### src/rtl/matriz_scan_driver.sv
// Row-multiplexed scan driver for a 6x6 LED matrix: latches one frame per scan
// and drives it row by row with a blanking gap between rows.
module matriz_scan_driver #(
  parameter int unsigned DWELL = 1000,
  parameter int unsigned BLANK = 8
) (
  input  logic        clock,
  input  logic        reset,
  input  logic        enable,
  input  logic [35:0] leds,
  output logic [5:0]  row_sel,
  output logic [5:0]  col,
  output logic [2:0]  row_idx,
  output logic        frame_start
);

  localparam int unsigned MAX_LEN = (DWELL > BLANK) ? DWELL : BLANK;
  localparam int          CNT_W   = $clog2(MAX_LEN + 1);

  // The counter holds the cycles remaining after the current one.
  localparam logic [CNT_W-1:0] DWELL_LOAD = CNT_W'(DWELL - 1);
  localparam logic [CNT_W-1:0] BLANK_LOAD = CNT_W'(BLANK - 1);

  typedef enum logic [1:0] {
    S_IDLE,
    S_LATCH,
    S_BLANK,
    S_ON
  } state_e;

  state_e            state_q, state_d;
  logic [CNT_W-1:0]  cnt_q, cnt_d;
  logic [35:0]       frame_buf_q, frame_buf_d;
  logic [2:0]        row_idx_q, row_idx_d;
  logic [5:0]        row_sel_q, row_sel_d;
  logic [5:0]        col_q, col_d;
  logic              frame_start_q, frame_start_d;

  function automatic logic [5:0] one_hot(input logic [2:0] r);
    case (r)
      3'd0:    return 6'b000001;
      3'd1:    return 6'b000010;
      3'd2:    return 6'b000100;
      3'd3:    return 6'b001000;
      3'd4:    return 6'b010000;
      3'd5:    return 6'b100000;
      default: return 6'b000000;
    endcase
  endfunction

  function automatic logic [5:0] row_bits(input logic [35:0] f, input logic [2:0] r);
    case (r)
      3'd0:    return f[5:0];
      3'd1:    return f[11:6];
      3'd2:    return f[17:12];
      3'd3:    return f[23:18];
      3'd4:    return f[29:24];
      3'd5:    return f[35:30];
      default: return 6'b000000;
    endcase
  endfunction

  always_comb begin
    // NOTE: every signal gets a default first so no path leaves it unassigned,
    // which would otherwise infer a latch.
    state_d     = state_q;
    cnt_d       = cnt_q;
    frame_buf_d = frame_buf_q;
    row_idx_d   = row_idx_q;

    case (state_q)
      S_IDLE: begin
        if (enable) state_d = S_LATCH;
      end
      S_LATCH: begin
        frame_buf_d = leds;
        row_idx_d   = 3'd0;
        cnt_d       = BLANK_LOAD;
        state_d     = S_BLANK;
      end
      S_BLANK: begin
        if (cnt_q == '0) begin
          cnt_d   = DWELL_LOAD;
          state_d = S_ON;
        end else begin
          cnt_d = cnt_q - 1'b1;
        end
      end
      S_ON: begin
        if (cnt_q != '0) begin
          cnt_d = cnt_q - 1'b1;
        end else if (row_idx_q < 3'd5) begin
          row_idx_d = row_idx_q + 3'd1;
          cnt_d     = BLANK_LOAD;
          state_d   = S_BLANK;
        end else begin
          // Frame boundary: the only point where enable is honoured mid-scan.
          cnt_d   = '0;
          state_d = enable ? S_LATCH : S_IDLE;
        end
      end
      default: state_d = S_IDLE;
    endcase

    // Outputs are computed from the next state so the registers line up with it.
    row_sel_d     = (state_d == S_ON) ? one_hot(row_idx_d) : 6'b000000;
    col_d         = (state_d == S_ON) ? row_bits(frame_buf_d, row_idx_d) : 6'b000000;
    frame_start_d = (state_q == S_LATCH);
  end

  // NOTE: sequential state uses non-blocking assignments so every flop samples
  // the pre-edge values; blocking here would create order-dependent races.
  always_ff @(posedge clock or posedge reset) begin
    if (reset) begin
      state_q       <= S_IDLE;
      cnt_q         <= '0;
      // NOTE: the frame buffer is reset too, so a frame never shows stale
      // power-up contents; it is small flop storage, not a RAM.
      frame_buf_q   <= '0;
      row_idx_q     <= 3'd0;
      row_sel_q     <= 6'b000000;
      col_q         <= 6'b000000;
      frame_start_q <= 1'b0;
    end else begin
      state_q       <= state_d;
      cnt_q         <= cnt_d;
      frame_buf_q   <= frame_buf_d;
      row_idx_q     <= row_idx_d;
      row_sel_q     <= row_sel_d;
      col_q         <= col_d;
      frame_start_q <= frame_start_d;
    end
  end

  assign row_sel     = row_sel_q;
  assign col         = col_q;
  assign row_idx     = row_idx_q;
  assign frame_start = frame_start_q;

endmodule

### config.mk
export PLATFORM = sky130hd
export DESIGN_NAME = matriz_scan_driver
export DESIGN_NICKNAME = d
export VERILOG_FILES = /design/src/rtl/matriz_scan_driver.sv
export SDC_FILE = /design/constraint.sdc
export NUM_CORES = 1
export LEC_CHECK = 0
export CORE_ASPECT_RATIO = 1.5
export CORE_MARGIN = 10
export CORE_UTILIZATION = 50
export CTS_CLUSTER_DIAMETER = 40
export DETAILED_ROUTE_END_ITERATION = 7
export GPL_TIMING_DRIVEN = 0
export HOLD_SLACK_MARGIN = 0.15
export MAX_ROUTING_LAYER = met4
export PLACE_DENSITY = 0.84
export REMOVE_ABC_BUFFERS = 1
export SETUP_SLACK_MARGIN = 0.5
export SKIP_LAST_GASP = 1
export SYNTH_ARGS = -nofsm -noshare
export SYNTH_HDL_FRONTEND = slang
export SYNTH_SLANG_ARGS = --single-unit
### constraint.sdc
create_clock -name clock -period 3.3 [get_ports clock]
set_input_delay 0.99 -clock clock [delete_from_list [all_inputs] [get_ports clock]]
set_output_delay 0.99 -clock clock [all_outputs]
set_load 0.02 [all_outputs]
==> flow_summary.ini, run 1 <==
[status]
status = completed

[place]
hpwl_mm = 4.607
placed_cell_area_sq_um = 3573
port_buffers = 54
dpl_worst_slack_ps = 80.22
gp_congestion = 0.8065

[die]
die_h_um = 114.8
std_cell_rows = 34
pin_count = 55
initial_core_util_pct = 51.42
die-area_sq_um = 9554
fp.dieW_um = 83.21
coreArea_sq_um = 5828

[sta]
period_share_pct = 80.42
fmax_ghz = 0.3768
slew_headroom_pct = 55.21
tightest_slew_ps = 669.4
report.final.setup_viol = 0
finalHoldViolCount = 0
maxSlewViolCount = 0
final.setup.tns_ps = 0
final.setup.worst_slack_ps = 646.2
rsz0062_at_grt = no
fin_crit_ps = 2654
final.setup_skew_ps = 6.950

[flow_run]
cap_viol_max_count = 0

[routing]
vias = 2101
routed_via_density = 5.663
drtIter0Drc = 146
firstDrtPassIters = 4
wl_per_cell_um = 17.50
drcViolationCount = 0
ant_nets = 0
wirelength_mm = 6.493

[pwr]
power.density_nw_per_um2 = 680.3
total_power_mw = 2.585
p_leak_nw = 1.599
ir_drop_mv = 0.4128

[cells_and_area]
area_growth_pct = 26.81
num-nets-final = 336
n_antenna_cell = 0
drive_above_1_share_pct = 23.08
final_core_util_pct = 65.20
fin_area_sq_um = 3800

[global_routing]
grt_max_degree = 41
antenna_found_initial = 0
grt_overflow = 0
grt_usage_pct = 14.12
grt_first_pass_wirelength_mm = 10.81
grt_pass1_vias = 2229

[worst_setup_path]
worst_path_max_delay_cell = or4_1
critPathKind = flop to flop
crit_chain = or4_1, nor4_4, mux2i_2, nor2_2, or2_2, o221ai_2
crit_fanout = 8
worstSetupEndpointType = flop
crit_arrival_ps = 2910
required_ps = 3550
start_kind = flop
cp_slowest_stage_delay_ps = 710

[clock_tree]
tritoncts = done
clk_pin_slew_ps = 70
clock_path_buffers = 2
htree_levels = 3
cts_root_buf = clkbuf_8
cts_made_buffers = 9
cts_sinks = 64
insertion_delay_ps = 330

[logic_synthesis]
ys_top_cells_by_count = 64 x dfrtp_1, 36 x mux2_2, 21 x mux2i_1
synth_largest_area_cell = dfrtp_1
synthTopCellsByArea = dfrtp_1 53%, mux2_2 14%, mux2i_1 7.0%
netlist_area_sq_um = 2997
synth_warnings = 0
synth_edf_count = 0
avgSynthCellArea_sq_um = 12.49
synth.distinct_cells = 45
synth_ff_type = dfrtp_1
synth-seq-cells = 64
netlist.area_leader.share_pct = 53.44
yosysSeqAreaShare_pct = 53.44
syn-instance-count = 240
synth-async-reset-ratio_pct = 100.0
yosysMostFrequentCell = dfrtp_1

[min_path]
hold_path_class = flop to flop
## registers in the layout (all words and copies together), names as in the netlist
| signal | flops |
|---|---|
| cnt_q | 10 |
| frame_buf_q | 36 |
| col | 6 |
| frame_start | 1 |
| row_idx | 3 |
| row_sel | 6 |
| state_q | 2 |
## routing by layer
| metal | track usage [%] | up-vias | wire length (um) |
|---|---|---|---|
| met4 | 5.011 | 0 | 92 |
| met3 | 3.822 | 9 | 297 |
| met5 | - | - | 0 |
| met1 | 16.01 | 1043 | 2714 |
| met2 | 23.50 | 67 | 3389 |
| li1 | - | 982 | - |
## report_power, final
| part | internal, mW | leakage, nW | total (mW) | switching (mW) |
|---|---|---|---|---|
| Combinational | 0.385 | 0.726 | 0.755 | 0.370 |
| Sequential | 1.02 | 0.774 | 1.17 | 0.155 |
| Clock | 0.368 | 0.0993 | 0.658 | 0.290 |
| Total | 1.77 | 1.60 | 2.59 | 0.815 |
## critical path, delay by kind of cell, from the launching register on
family             cells  cell delay (ps)
muxes                  1              330
AOI/OAI and AO/OA      1              180
DFF                    1              440
and+or+nand+nor        4             1620
## worst paths after layout
kind	start	cells after the start	slack (ps)	endpoint
max	cnt_q[4]$_DFFE_PP0P_	6	650	col[4]$_DFF_PP0_
min	frame_buf_q[2]$_DFF_PP0_	1	490	frame_buf_q[2]$_DFF_PP0_
max reg2reg	cnt_q[4]$_DFFE_PP0P_	6	650	col[4]$_DFF_PP0_
min reg2reg	frame_buf_q[2]$_DFF_PP0_	1	490	frame_buf_q[2]$_DFF_PP0_
max in group asynchronous	reset	3	1670	cnt_q[5]$_DFFE_PP0P_
min in group asynchronous	reset	2	1030	state_q[0]$_DFF_PP0_
## kinds of logic (layout without fill, tap and decap cells)
family / count (synthesis) / in the layout / share of synthesized area, %
xor gates and xnor gates: 2 / 2 / 0.5847
muxes: 57 / 57 / 20.54
buffers and inverters: 22 / 81 / 3.800
AOI/OAI and AO/OA: 41 / 41 / 10.86
and+or+nand+nor: 51 / 51 / 9.520
adders and majority gates: 3 / 3 / 1.253
DFF: 64 / 64 / 53.44
## area by class of cell
class                           instances  area [sq um]
Clock buffer                           11         141.4
Clock inverter                          5         56.30
Fill cell                             453          2028
Inverter                               10         37.54
Multi-Input combinational cell        154          1313
Sequential cell                        64          1602
Tap cell                               72         90.09
Timing Repair Buffer                   55         560.5
## stage by stage
stage          hold slack (ps)  cells
2_1_floorplan            470.4    228
4_1_cts                  496.4    371
3_3_place_gp             476.8    354
3_5_place_dp             481.8    355
5_1_grt                  505.7    371
6_report                 493.8    371
## placed cells by master (no fill, tap or decap), types with 2 or more instances in the layout
cell	instances
a22o_1	3
dfrtp_1	64
nand3_1	4
nand4_1	2
a22oi_1	2
nor3_1	4
a21oi_1	7
xnor2_1	2
o31ai_1	3
or2b_1	2
nor2_1	12
mux2i_1	20
o21ai_0	10
clkinv_2	2
nand2_1	9
nor3_2	2
clkdlybuf4s50_1	54
nand2b_1	5
ha_1	3
clkbuf_8	10
inv_1	9
o221ai_2	6
mux2_2	36
## timing repair
item	4_1_cts	5_1_grt
buffers inserted	0	0
endpoints found under the setup margin	7	8
gates resized for setup	2	4
pin swaps	0	1
hold buffers	0	0
No activity file was read; power rests on OpenSTA's default activity.
==> run 2: changes to the inputs <==
--- a/config.mk
+++ b/config.mk
@@ -7,13 +7,13 @@
 export LEC_CHECK = 0
 export CORE_ASPECT_RATIO = 1.5
 export CORE_MARGIN = 10
-export CORE_UTILIZATION = 50
+export CORE_UTILIZATION = 47
 export CTS_CLUSTER_DIAMETER = 40
 export DETAILED_ROUTE_END_ITERATION = 7
 export GPL_TIMING_DRIVEN = 0
 export HOLD_SLACK_MARGIN = 0.15
 export MAX_ROUTING_LAYER = met4
-export PLACE_DENSITY = 0.84
+export PLACE_DENSITY = 0.83
 export REMOVE_ABC_BUFFERS = 1
 export SETUP_SLACK_MARGIN = 0.5
 export SKIP_LAST_GASP = 1
==> constraint.sdc (replaced) <==
create_clock -name clock -period 2.4 [get_ports clock]
set_input_delay 0.72 -clock clock [delete_from_list [all_inputs] [get_ports clock]]
set_output_delay 0.72 -clock clock [all_outputs]
set_load 0.02 [all_outputs]
==> flow_summary.ini, run 2 (same netlist as run 1, synthesis figures left out) <==
[pwr]
ir_drop_mv = 0.5341
total_power_mw = 4.044
power.density_nw_per_um2 = 974.6
p_leak_nw = 1.820

[die]
initial_core_util_pct = 48.53
pin_count = 55
fp.dieW_um = 85.20
die_h_um = 117.8
std_cell_rows = 35
coreArea_sq_um = 6175
die-area_sq_um = 10040

[worst_setup_path]
crit_fanout = 4
start_kind = flop
worstSetupEndpointType = flop
worst_path_max_delay_cell = or4b_4
crit_arrival_ps = 2620
cp_slowest_stage_delay_ps = 490
critPathKind = flop to flop
required_ps = 2620
crit_family = simple AND/OR/NAND/NOR gates
critPathBufInv = 4
crit_chain = inv_2, ha_4, or4b_4, buf_4, buf_6, o31ai_4, a211o_1, nor3_4, buf_12, nand2b_1, o221ai_2

[cells_and_area]
mostFrequentLayoutCells = 59 x dfrtp_1, 38 x clkdlybuf4s50_1, 36 x mux2_2
largest_reg_flops = 36
drive_above_1_share_pct = 36.36
area_growth_pct = 38.46
largestRegisters = frame_buf_q x36, cnt_q x10
top_register = frame_buf_q
num-nets-final = 357
n_antenna_cell = 0
layout_commonest_cell = dfrtp_1
fillCellCount = 415

[sta]
hold_slack_ps = 495.4
rsz0062_at_grt = yes
slew_headroom_pct = 56.60
fmax_ghz = 0.4161
tightest_slew_ps = 648.6
final.setup.worst_slack_ps = -3.475
finalHoldViolCount = 0
final.setup.tns_ps = -3.475
fin_crit_ps = 2403
period_share_pct = 100.1
maxSlewViolCount = 0
report.final.setup_viol = 1
final.setup_skew_ps = 8.838

[routing]
met1_length_mm = 2.944
drcViolationCount = 0
firstDrtPassIters = 5
routed_via_density = 5.738
wl_met3_um = 507
wl_met2_mm = 4.022
wl_per_cell_um = 19.57
vias = 2255
top_layer = met4
wirelength_mm = 7.691
ant_nets = 0
drtIter0Drc = 92

[place]
port_buffers = 54
hpwl_mm = 4.657
gp_congestion = 0.7912

[flow_run]
cap_viol_max_count = 0

[global_routing]
grt_usage_pct = 15.87
grt_max_degree = 46
antenna_found_initial = 0
grt_first_pass_wirelength_mm = 12.50
grt_overflow = 0
grt_pass1_vias = 2484

[clock_tree]
tritoncts = done
cts_hold_buf = 0
cts_sinks = 64
cts_made_buffers = 9
cts_root_buf = clkbuf_8
clock_path_buffers = 2
clk_pin_slew_ps = 70
htree_levels = 3
insertion_delay_ps = 350

[status]
violations = negative setup slack
status = complete, but fails checks

[min_path]
hold_path_class = flop to flop
run 2: cell types whose count changed in the layout (fill, tap and decap cells not counted), sizes merged:
cell,previous run,this run
clkinv,3,1
clkinvlp,1,0
dlygate4sd2,0,13
buf,1,23
clkbuf,11,14
clkdlybuf4s50,54,38
bufinv,1,2
run 2: through the flow:
step                      area [sq um]  cells  util [%]  setup WS [ps]
after detailed placement          3576    357     57.91         -872.9
after floorplan                   2920    228         -         -373.0
after global routing              4149    393     67.19         -71.63
after CTS                         4071    389     65.94          80.44
after global placement            3553    356     57.55         -956.2
final                             4149    393     67.19         -3.475
run 2: power breakdown:
part / switching (mW) / internal [mW] / leakage (nW)
sequential: 0.235 / 1.40 / 0.768
combinational: 0.687 / 0.691 / 0.940
clock: 0.395 / 0.634 / 0.112
run 2: what timing repair did:
item | in CTS | in global routing
pin swaps | 12 | 4
resized for setup | 51 | 20
buffers inserted | 16 | 4
setup endpoints to repair | 77 | 29
cloned | 1 | 0
run 2: area by class of cell:
type	count	area [sq um]	area share, %
Inverter	10	37.54	0.9047
Clock inverter	3	65.06	1.568
Sequential cell	64	1608	38.75
Multi-Input combinational cell	154	1448	34.89
Tap cell	74	92.59	2.232
Timing Repair Buffer	76	743.2	17.91
Clock buffer	12	155.1	3.739
run 2: path summary, 6_finish.rpt:
kind                       cells past startpoint  slack, ps                        to                startpoint
max                                           11         -3          col[4]$_DFF_PP0_      cnt_q[0]$_DFFE_PP0P_
min                                            1        500  frame_buf_q[8]$_DFF_PP0_  frame_buf_q[8]$_DFF_PP0_
max reg2reg                                   11         -3          col[4]$_DFF_PP0_      cnt_q[0]$_DFFE_PP0P_
min reg2reg                                    1        500  frame_buf_q[8]$_DFF_PP0_  frame_buf_q[8]$_DFF_PP0_
max in group asynchronous                      3       1080      cnt_q[5]$_DFFE_PP0P_                     reset
min in group asynchronous                      2        710      cnt_q[1]$_DFFE_PP0P_                     reset
run 2: worst register-to-register path, stage by stage (launching register included):
cell	delay [ps]
dfrtp_1	390
inv_2	90
ha_4	130
or4b_4	500
buf_4	160
buf_6	120
o31ai_4	180
a211o_1	280
nor3_4	100
buf_12	150
nand2b_1	80
o221ai_2	90
run 2: per-layer routing:
metal,track usage (%),up-vias
met4,7.645,0
met5,-,-
met3,5.194,23
met1,16.89,1121
li1,-,1019
met2,25.70,92
